--- src/rtl/xor_gate.sv ---
// Bitwise XOR with a combinational output and a registered path carrying
// parity, an inputs-differ flag and a saturating count of differing captures.
module xor_gate #(
  parameter int WIDTH = 1,
  parameter int CNT_W = 8
) (
  input  logic             clk,
  input  logic             rst,
  input  logic [WIDTH-1:0] a,
  input  logic [WIDTH-1:0] b,
  input  logic             en,
  output logic [WIDTH-1:0] y,
  output logic [WIDTH-1:0] y_q,
  output logic             par_q,
  output logic             diff_q,
  output logic [CNT_W-1:0] diff_cnt
);

  localparam logic [CNT_W-1:0] CNT_MAX = '1;

  logic [WIDTH-1:0] xor_w;
  logic             par_w;
  logic             diff_w;

  logic [WIDTH-1:0] y_d,   y_r;
  logic             par_d, par_r;
  logic             dif_d, dif_r;
  logic [CNT_W-1:0] cnt_d, cnt_q;

  // Plain XOR so X/Z on any input bit shows up as X on the matching output bit.
  assign xor_w = a ^ b;
  assign par_w = ^xor_w;
  assign diff_w = |xor_w;

  assign y = xor_w;

  always_comb begin
    y_d   = y_r;
    par_d = par_r;
    dif_d = dif_r;
    cnt_d = cnt_q;
    if (en) begin
      y_d   = xor_w;
      par_d = par_w;
      dif_d = diff_w;
      if (diff_w && (cnt_q != CNT_MAX)) begin
        cnt_d = cnt_q + 1'b1;
      end
    end
  end

  always_ff @(posedge clk or posedge rst) begin
    if (rst) begin
      y_r   <= '0;
      par_r <= 1'b0;
      dif_r <= 1'b0;
      cnt_q <= '0;
    end else begin
      y_r   <= y_d;
      par_r <= par_d;
      dif_r <= dif_d;
      cnt_q <= cnt_d;
    end
  end

  assign y_q      = y_r;
  assign par_q    = par_r;
  assign diff_q   = dif_r;
  assign diff_cnt = cnt_q;

endmodule

--- config.mk ---
export PLATFORM = sky130hd
export DESIGN_NAME = xor_gate
export DESIGN_NICKNAME = d
export VERILOG_FILES = /design/src/rtl/xor_gate.sv
export SDC_FILE = /design/constraint.sdc
export NUM_CORES = 1
export LEC_CHECK = 0
export BUFFER_PORTS_ARGS = -buffer_cell sky130_fd_sc_hd__buf_2
export CAP_MARGIN = 5
export CORE_AREA = 10 10 47 49
export CTS_CLUSTER_DIAMETER = 40
export DETAILED_ROUTE_END_ITERATION = 8
export DIE_AREA = 0 0 57 59
export GPL_ROUTABILITY_DRIVEN = 0
export GPL_TIMING_DRIVEN = 0
export SKIP_CTS_REPAIR_TIMING = 1
export SLEW_MARGIN = 20
export SYNTH_ARGS = -nofsm -noshare
export SYNTH_HDL_FRONTEND = slang
export SYNTH_SLANG_ARGS = --single-unit
--- constraint.sdc ---
create_clock -name clk -period 3.7 [get_ports clk]
set_input_delay 0.37 -clock clk [delete_from_list [all_inputs] [get_ports clk]]
set_output_delay 0.37 -clock clk [all_outputs]
set_load 0.03 [all_outputs]
# Word-level counts from Yosys, hierarchy flattened
# Index checks and enable logic that the tools add are counted.
dict set report word_totals {
  reg_bits 9
  word_cells 7
  in_bits 5
}
dict set report classes {
  n_reduce_logical 2
  addsub 1
  eq_ne 1
  bitwise_logic 1
}
# op n
set op_table {}
lappend op_table {{$add 8x1->8 const B} 1}
lappend op_table {{$ne 8x8->1 const B} 1}
lappend op_table {{$reduce_and 2->1} 1}
lappend op_table {{$logic_and 1x1->1} 1}
lappend op_table {{$xor 1x1->1} 1}

# Depth between registers and ports, before layout
dict set report depth {
  word_depth 3
  mapped_depth 5
}

# Least setup slack after synthesis
# No wires, ideal clock.
dict set report synth_timing {
  path_kind {register to register}
  startpoint {reg cnt_q[0], in the netlist diff_cnt[0]}
  endpoint {reg cnt_q[1], in the netlist diff_cnt[1]}
  synth_period_minus_slack_ps 1589
  path_slack_ps 2111
  arrival_time_ps 1465
  stages_incl_launch_ff 6
  n_path_buf 0
  required_ps 3575
  cell_sequence {dfrtp_1 ha_1 and3_2 nand2_1 nand3_1 mux2_2}
}
dict set report synth_between {
  elab_chain_cells 3
  elab_cells_between_ends 4
  cone_classes {1 x add/sub; 1 x eq/ne; 2 x reduce/logical}
}
# item line
set synth_lines {}
lappend synth_lines {{start, declared} 28} ;# logic [CNT_W-1:0] cnt_d, cnt_q;
lappend synth_lines {{start signal, assigned} 62} ;# cnt_q <= cnt_d;
lappend synth_lines {{parallel branches: the longest is 3 deep, another holds $add 8x1->8} -}
# Parallel ways; which one is timed is not known.
# A chain may end at the register's enable or synchronous reset.

# Final worst setup path
# Same ends and word-level chain as after synthesis.

==> out/metrics.yaml <==
status: "completed"
worst_clock_skew_ps: 8.46
cp-start-kind: "flop"
cts.sinks: 9
synth_xor_xnor_area_share: 0.0904
dpl-instance-area_um2: 571
synth-simple-area-share: 0.197
swShare: 0.459
stdcell_area_um2: 597
rows: 14
syn_inst: 42
required_ps: 3850
wl_um: 1050
p_comb_frac: 0.434
die_w_um: 57
fin_nets: 69
num_vias: 398
insertion_delay_ps: 260
hpwl_um: 834
grt.total_usage: 0.0637
slew_headroom: 0.753
netSwitchingPower_uw: 210
io_buffers: 16
drive_above_1_share: 0.468
finalSetupViolations: 0
cts_htree_levels: 1
overflow: 0
rsz0062_at_grt: "false"
max-cap-violations: 0
wl_per_cell_um: 13.5
critPathMaxFanout: 4
die_area_mm2: 0.00336
grt_pass1_wl_um: 1710
drc: 0
syn_area_um2: 470
final_hold_viol_count: 0
ir_drop_mv: 0.330
power_leakage_uw: 0.000296
arrival_ps: 1650
avgViaCountPerCell: 5.10
synth-edff-count: 0
ys_seq_area_frac: 0.479
io_pins: 17
areaGrowthSynthToFinish_pct: 26.9
dr.pass1.iters: 4
drtAntennaViolNets: 0
p_int_uw: 247
p_seq_frac: 0.395
worstSetupEndpointType: "flop"
synth_seq_cells: 9
fin_tns_setup_ps: 0
syn_avg_cell_area_um2: 11.2
core_area_mm2: 0.00140
cts_tree: "built"
cts_buffers: 3
clkTransAtPathRegs_ps: 70
antenna_found_initial: 0
r2r_cells: 5
fmax_ghz: 0.667
powerDensity_mw_per_mm2: 765
yosysWarnings: 0
synthMuxAreaShare: 0.104
ys.flop_type: "dfrtp_1"
die_h_um: 59
hp-class: "in -> async"
grt_max_degree: 10
worst_slew_pin_slew_ps: 370
diodes: 0
fillers: 158
synth_compound_area_frac: 0.0559
start_util: 0.336
final_max_slew_viol_count: 0
fin_crit_sh: 0.405
cts_root_buffer: "clkbuf_4"
grt_pass1_vias: 416
drtIter0Drc: 9
yosys.area_share.adder: 0.0266
clock_path_buffers: 2
critical_path_class: "reg -> reg"
syn-num-nets: 48
synthArstFlopShare: 1.00
p_clk_frac: 0.171
period_needed_ps: 1500
ys_types: 22
synth_top_family_by_area: "simple AND/OR/NAND/NOR gates"
logic make-up (layout without fill, tap and decap cells):
| kind of cell | Yosys count | in the layout |
|---|---|---|
| mux | 4 | 4 |
| compound gates | 4 | 4 |
| buf+inv | 4 | 24 |
| xor+xnor | 4 | 4 |
| flops | 9 | 9 |
| simple gates | 16 | 16 |
| fa+ha+maj | 1 | 1 |
critical path, cell delays in order, from the launching register on:
cell and delay (ps):
dfrtp_1 420, ha_1 240, and3_2 230, nand2_1 90, nand3_1 130, mux2_2 290
metal layers:
layer,wire (µm),part of all wire,global-route usage,vias up
li1,-,-,-,190
met1,466,0.44,0.0683,186
met2,466,0.44,0.0961,22
met3,118,0.11,0.0408,0
met4,0,0,0.0302,0
met5,0,0,0,-
area by class of cell:
type	instances	area [µm²]	area share
Buffer	2	15.0	0.0252
Clock buffer	4	26.3	0.0440
Inverter	2	7.51	0.0126
Multi-Input combinational cell	29	223	0.373
Sequential cell	9	225	0.377
Tap cell	16	20.0	0.0335
Timing Repair Buffer	16	80.1	0.134
metrics by stage:
| stage | util | setup slack, ps | instances | hold WS [ps] | power (µW) |
|---|---|---|---|---|---|
| 3_3_place_gp | 0.407 | 2210 | 74 | 351 | 380 |
| 4_1_cts | 0.426 | 2200 | 78 | 75.3 | 462 |
| 6_report | 0.426 | 2200 | 78 | 63.6 | 457 |
| 5_1_grt | 0.426 | 2110 | 78 | 80.2 | 490 |
| 2_1_floorplan | - | 2110 | 42 | 198 | 319 |
| 3_5_place_dp | 0.407 | 2200 | 74 | 360 | 384 |
state kept, by name, summed over array words and instances, names as in the netlist:
name	flops
y_q	1
diff_cnt	8
synth_stat cells, drive strengths merged, types with 2 or more instances:
master	number	area, µm²
buf	2	15.0
inv	2	7.51
nand2	4	15.0
nand4	2	12.5
and3	2	15.0
mux2	4	48.8
dfrtp	9	225
xnor2	3	33.8
nand3	3	15.0
path summary, 6_finish.rpt:
check | from | end | slack (ps)
setup / recovery | diff_cnt[0] | diff_cnt[1] | 2200
hold / removal | rst | diff_cnt[1] | 60
setup reg to reg | diff_cnt[0] | diff_cnt[1] | 2200
hold reg to reg | diff_cnt[0] | diff_cnt[0] | 530
max in group asynchronous | rst | diff_cnt[0] | 3360
min in group clk | en | y_q | 430
power groups by stage:
stage | logic [µW] | registers [µW] | clock network (µW)
3_3_place_gp | 200 | 180 | 0
4_1_cts | 202 | 181 | 79.8
5_1_grt | 216 | 189 | 85.6
3_5_place_dp | 201 | 182 | 0
2_1_floorplan | 74.6 | 244 | 0
6_report | 198 | 180 | 78.2
cell usage in the layout (no fill, tap or decap):
cell type and n:
a211oi_1 1, a21oi_1 1, a31oi_1 1, and3_2 2, and4_4 1, buf_2 16
buf_4 2, clkbuf_1 1, clkbuf_4 3, dfrtp_1 9, ha_1 1, inv_1 2
mux2_2 3, mux2_4 1, nand2_1 4, nand2b_1 1, nand3_1 3, nand4_1 2
nor2_1 1, nor3_1 1, nor4b_1 1, o21a_1 1, xnor2_1 2, xnor2_2 1
xor2_1 1
Note: power is estimated with default switching activity, not from simulation.
